===== config.mk =====
export PLATFORM = sky130hd
export DESIGN_NAME = operand_entry
export DESIGN_NICKNAME = d
export VERILOG_FILES = /design/src/rtl/operand_entry.sv
export SDC_FILE = /design/constraint.sdc
export NUM_CORES = 1
export LEC_CHECK = 0
export CORE_ASPECT_RATIO = 0.7
export CORE_MARGIN = 2
export CORE_UTILIZATION = 65
export DETAILED_ROUTE_END_ITERATION = 16
export HOLD_SLACK_MARGIN = 0.06
export PLACE_DENSITY = 0.88
export SETUP_SLACK_MARGIN = 0.15
export SYNTH_ARGS = -nofsm -noshare
export SYNTH_HDL_FRONTEND = slang
export SYNTH_SLANG_ARGS = --single-unit

===== constraint.sdc =====
create_clock -name clk -period 13.96 [get_ports clk]
set_input_delay 2.792 -clock clk [delete_from_list [all_inputs] [get_ports clk]]
set_output_delay 2.792 -clock clk [all_outputs]
set_load 0.01 [all_outputs]

===== src/rtl/operand_entry.sv =====
// operand_entry: key FIFO feeding a signed decimal operand assembler for the calculator.
// Operator keys leave as tokens on a valid/ready port carrying the completed operand.
module operand_entry #(
    parameter int WIDTH  = 32,
    parameter int DIGITS = 6,
    parameter int DEPTH  = 8
) (
    input  logic                        clk,
    input  logic                        rst,
    input  logic                        clear,
    input  logic                        key_valid,
    input  logic [3:0]                  key_code,
    input  logic [WIDTH-1:0]            ans,
    output logic                        tok_valid,
    input  logic                        tok_ready,
    output logic [3:0]                  tok_code,
    output logic [WIDTH-1:0]            tok_operand,
    output logic                        tok_empty,
    output logic [WIDTH-1:0]            disp_value,
    output logic [$clog2(DIGITS+1)-1:0] ndigits,
    output logic [$clog2(DEPTH+1)-1:0]  fifo_level,
    output logic                        drop,
    output logic                        sat
);
    localparam int AW = $clog2(DEPTH);
    localparam int LW = $clog2(DEPTH+1);
    localparam int CW = $clog2(DIGITS+1);

    localparam logic [1:0] M_EMPTY = 2'd0;
    localparam logic [1:0] M_DIGIT = 2'd1;
    localparam logic [1:0] M_ANS   = 2'd2;
    localparam logic [1:0] M_HOLD  = 2'd3;

    localparam logic [3:0] K_SIGN = 4'hc;
    localparam logic [3:0] K_BACK = 4'hd;
    localparam logic [3:0] K_ANS  = 4'he;

    logic [3:0]       mem [DEPTH];
    logic [AW-1:0]    wptr, rptr;
    logic [WIDTH-1:0] mag, mag_n;
    logic             neg, neg_n;
    logic [CW-1:0]    cnt, cnt_n, limit;
    logic [1:0]       mode, mode_n;
    logic             push, pop, full, hs, load, sat_n;
    logic [3:0]       key;

    // HOLD freezes the pop side so the pending token and its operand stay put
    assign full       = (fifo_level == LW'(DEPTH));
    assign pop        = !clear && (fifo_level != '0) && (mode != M_HOLD);
    assign push       = !clear && key_valid && (!full || pop);
    assign tok_valid  = (mode == M_HOLD);
    assign hs         = tok_valid && tok_ready;
    assign key        = mem[rptr];
    assign limit      = CW'(DIGITS) - CW'(neg);
    assign disp_value = neg ? -mag : mag;
    assign ndigits    = cnt;

    always_comb begin
        mag_n  = mag;
        neg_n  = neg;
        cnt_n  = cnt;
        mode_n = mode;
        sat_n  = 1'b0;
        load   = 1'b0;
        if (hs) begin
            mag_n  = '0;
            neg_n  = 1'b0;
            cnt_n  = '0;
            mode_n = M_EMPTY;
        end else if (pop) begin
            if (key <= 4'd9) begin
                // leading zeros widen nothing on the display, so they are not counted
                if (mode != M_ANS && cnt < limit) begin
                    mag_n  = mag * WIDTH'(10) + WIDTH'(key);
                    mode_n = M_DIGIT;
                    if (mag != '0 || key != 4'd0)
                        cnt_n = cnt + CW'(1);
                end else begin
                    sat_n = 1'b1;
                end
            end else begin
                case (key)
                    K_SIGN: begin
                        if (mode == M_EMPTY) neg_n = ~neg;
                        else                 load  = 1'b1;
                    end
                    K_BACK: begin
                        case (mode)
                            M_DIGIT: begin
                                mag_n = mag / WIDTH'(10);
                                cnt_n = (cnt == '0) ? '0 : cnt - CW'(1);
                                if (cnt <= CW'(1)) mode_n = M_EMPTY;
                            end
                            M_ANS: begin
                                mag_n  = '0;
                                cnt_n  = '0;
                                mode_n = M_EMPTY;
                            end
                            default: neg_n = 1'b0;
                        endcase
                    end
                    K_ANS: begin
                        mag_n  = ans[WIDTH-1] ? -ans : ans;
                        neg_n  = neg ^ ans[WIDTH-1];
                        mode_n = M_ANS;
                    end
                    default: load = 1'b1;
                endcase
            end
            if (load) mode_n = M_HOLD;
        end
    end

    always_ff @(posedge clk or negedge rst) begin
        if (!rst) begin
            wptr        <= '0;
            rptr        <= '0;
            fifo_level  <= '0;
            mag         <= '0;
            neg         <= 1'b0;
            cnt         <= '0;
            mode        <= M_EMPTY;
            tok_code    <= '0;
            tok_operand <= '0;
            tok_empty   <= 1'b0;
            drop        <= 1'b0;
            sat         <= 1'b0;
        end else if (clear) begin
            wptr        <= '0;
            rptr        <= '0;
            fifo_level  <= '0;
            mag         <= '0;
            neg         <= 1'b0;
            cnt         <= '0;
            mode        <= M_EMPTY;
            tok_code    <= '0;
            tok_operand <= '0;
            tok_empty   <= 1'b0;
            drop        <= 1'b0;
            sat         <= 1'b0;
        end else begin
            wptr       <= wptr + AW'(push);
            rptr       <= rptr + AW'(pop);
            fifo_level <= fifo_level + LW'(push) - LW'(pop);
            mag        <= mag_n;
            neg        <= neg_n;
            cnt        <= cnt_n;
            mode       <= mode_n;
            drop       <= key_valid && !push;
            sat        <= sat_n;
            if (load) begin
                tok_code    <= key;
                tok_operand <= disp_value;
                tok_empty   <= (mode == M_EMPTY);
            end
        end
    end

    always_ff @(posedge clk) begin
        if (push) mem[wptr] <= key_code;
    end
endmodule


==> impl_results.md, run 1 <==
* Clock Tree Buf Depth at 2
* Final ANT Viol Nets at 0
* Syn nets at 1872
* Share of layout cells above drive strength 1 at 7.17%
* Avg Cell Area, Syn at 8.07 um^2
* Reg2reg start: mag[29]
* Hold Path Stages at 1
* Critical Path Max Stage Delay at 0.85 ns
* DR WL/cell at 22.3 um
* Hold path start: tok_operand[14]
* Grt total ovfl at 0
* Unrepaired setup endpoints after global routing: false
* Hpwl dp at 31600 um
* CP max-delay cell: o221ai_1
* Adder-cell area share of the yosys netlist at 7.97%
* Hold Vio Cnt, Final at 0
* Initial Util at 65.6%
* Layout area overhead at 12.2%
* First DRT Iteration DRCs at 2262
* Post-Route WL at 46100 um
* Sequential fraction of the synthesis area at 22.2%
* Max-cap violation count at 0
* Synth unique cells at 120
* Crit path max-delay family: compound AO/OA/AOI/OAI gates
* Top FF cell, synth: dfrtp_1
* Skew final at 0.0127 ns
* Critical R2R Capture: mag[0]
* Clock Pin Slew Worst Setup and Hold Paths at 0.07 ns
* Core Area at 0.0215 mm^2
* Total number of vias at 15100
* Hold Path Class: flop to flop
* FF-to-FF setup slack at 2.05 ns
* Number of flops mapped to enable cells by yosys at 32
* Slew headroom at 11.5%
* Clk Tree Root Cell: clkbuf_16
* Mux cell area share after synthesis at 3.00%
* Largest net degree at the start of global routing at 72
* Most common cell after layout, fill and taps aside: nand2_1
* Resize count post-CTS at 0
* XOR/XNOR share of the synthesized area at 8.24%
* Hold Path Sink: tok_operand[14]
* Setup violators final at 0
* Synth Register Bits at 119
* Gate Count Post-Synth at 1748
* Worst-path fanout max at 27
* DR vias/cell at 7.29
* Peak Freq at 83.9 MHz
* Port Buffers at 119
* Reg2Reg Depth at 35
* Post CTS Setup Buffer Count at 0
* Mapped Area at 0.0141 mm^2
* Tmin final at 11.91 ns
* Critical path type: flop to flop
* Pre-antenna DRT Iters at 7
* DRC at 0
* CTS Buf Count at 17
* Critical path arrival at 12.21 ns
* Wire length of the first global-routing pass at 72900 um
* Crit. End Element: flop
* Synth async-reset ratio at 73.1%
* Buf+Inv Stages, Crit Path at 2
* WP data required at 14.25 ns
* Routability cong. at 0.989
* Complex-gate fraction of the synthesized area at 32.5%
* CP Launch Type: flop
* Initial antenna violation count at 1
* Crit share post-route at 85.3%
* Synth warn at 0
* Nets@finish at 1896
* Fin Setup TNS at 0 ns
* Most frequent cells in the layout: 154 x nand2_1, 131 x nor2_1, 120 x o21ai_0, 118 x clkdlybuf4s50_1, 87 x dfrtp_1
* Die H at 127 um
* Die Area at 0.0229 mm^2
* Status: completed
* H-tree depth at 4
* Total track usage at 39.1%
* Cts hold-fix bufs at 0
* Row count at 45
* Slew Limit Fails at 0
* Post-Synth Simple-Gate Area at 19.5%
* Largest family of logic cells by synthesized area: compound AO/OA/AOI/OAI gates
* Io pins at 120
* Start point of the critical path: mag[29]
* Worst-Margin Slew at 1.32 ns
* Clock sink count at 119
* Die Width at 180 um
* Vias in the first global route at 13600
* CTS tree: done
* Worst-Skew Late Latency at 0.44 ns
==> Yosys cell counts (8+ instances only) <==
cell / instances / share of area (%)
a211o_1: 9 / 0.56
a211oi_1: 13 / 0.69
mux4_2: 8 / 1.3
xnor2_1: 85 / 5.3
and3_1: 30 / 1.3
buf_2: 23 / 0.82
xor2_1: 44 / 2.7
o22ai_1: 10 / 0.44
a21oi_1: 78 / 2.8
o21ai_0: 120 / 4.3
a21o_1: 18 / 0.96
a22o_1: 23 / 1.4
nand2b_1: 29 / 1.3
nand4_1: 12 / 0.53
nor4_1: 11 / 0.49
buf_4: 8 / 0.43
edfxtp_1: 32 / 6.8
a221oi_1: 14 / 0.87
dfrtp_1: 87 / 15
a22oi_1: 10 / 0.53
mux2i_1: 22 / 1.6
o21bai_1: 11 / 0.59
o2111a_1: 8 / 0.64
o21ai_1: 13 / 0.46
nand3_1: 43 / 1.5
nor2_1: 133 / 3.5
or4_1: 10 / 0.53
ha_1: 80 / 7.1
o31ai_1: 28 / 1.5
nor2b_1: 16 / 0.71
o41ai_1: 9 / 0.56
buf_6: 8 / 0.64
a32o_1: 36 / 2.6
o221ai_1: 16 / 0.99
clkbuf_1: 91 / 2.4
o2111ai_1: 12 / 0.75
o211ai_1: 31 / 1.6
inv_1: 71 / 1.9
nand2_1: 154 / 4.1
nor3_1: 55 / 2.0
or3_1: 22 / 0.98
a31oi_1: 16 / 0.71
o21a_1: 14 / 0.75
==> cell families after synthesis <==
| logic type | Yosys count |
|---|---|
| compound gates | 605 |
| simple gates | 560 |
| buf+inv | 212 |
| xor+xnor | 131 |
| flops | 119 |
| fa+ha+maj | 89 |
| mux | 32 |
==> routing by layer <==
layer  GRT usage [%]  part of all wire [%]
met5               0                     0
met2            57.9                    42
met4            12.7                   3.2
met1            56.5                    42
met3            9.21                    13
==> flip-flops by register name (all words and copies together), names as in the netlist <==
name,flops
tok_code,4
rptr,3
sat,1
mode,2
neg,1
drop,1
fifo_level,4
tok_empty,1
ndigits,3
mag,32
wptr,3
tok_operand,32
mem,32
==> worst max path at each step <==
stage	end	slack, ns	depth (start not counted)
3_5_place_dp	mag[2]	2.67	35
2_1_floorplan	mag[2]	4.95	37
5_1_grt	mag[0]	1.41	35
4_1_cts	mag[0]	2.52	35
3_3_place_gp	mag[2]	3.11	35
6_report	mag[0]	2.05	35
==> cell type report <==
cell class | count | area (um^2)
flip-flops and latches | 119 | 3140
inverters | 76 | 285
multi-input cells | 1417 | 10100
clock inverters | 15 | 170
well taps | 282 | 353
fillers | 1592 | 5690
diodes | 1 | 2.50
repair buffers | 141 | 1350
clock buffers | 17 | 425
==> through the flow <==
step / area (um^2) / util (%) / hold slack (ns) / setup slack, ns / instances
finish: 15800 / 73.6 / 0.492 / 2.05 / 2068
global route: 15800 / 73.6 / 0.500 / 1.41 / 2068
CTS: 15800 / 73.5 / 0.495 / 2.52 / 2067
detailed placement: 15200 / 70.8 / 0.475 / 2.67 / 2035
global placement: 15200 / 70.8 / 0.461 / 3.11 / 2035
floorplan: 14100 / - / 0.500 / 4.95 / 1748
Power of run 1 is not shown: default switching activity piles up to over one toggle a cycle in this logic, so the estimate is an artifact.
==> inputs of run 2 (changes only) <==
- CTS_CLUSTER_SIZE: not set -> 24
==> results of run 2 <==
Same layout as run 1: the final DEF is identical, and so are final timing and power.
Power of run 2 is left out for the same reason.
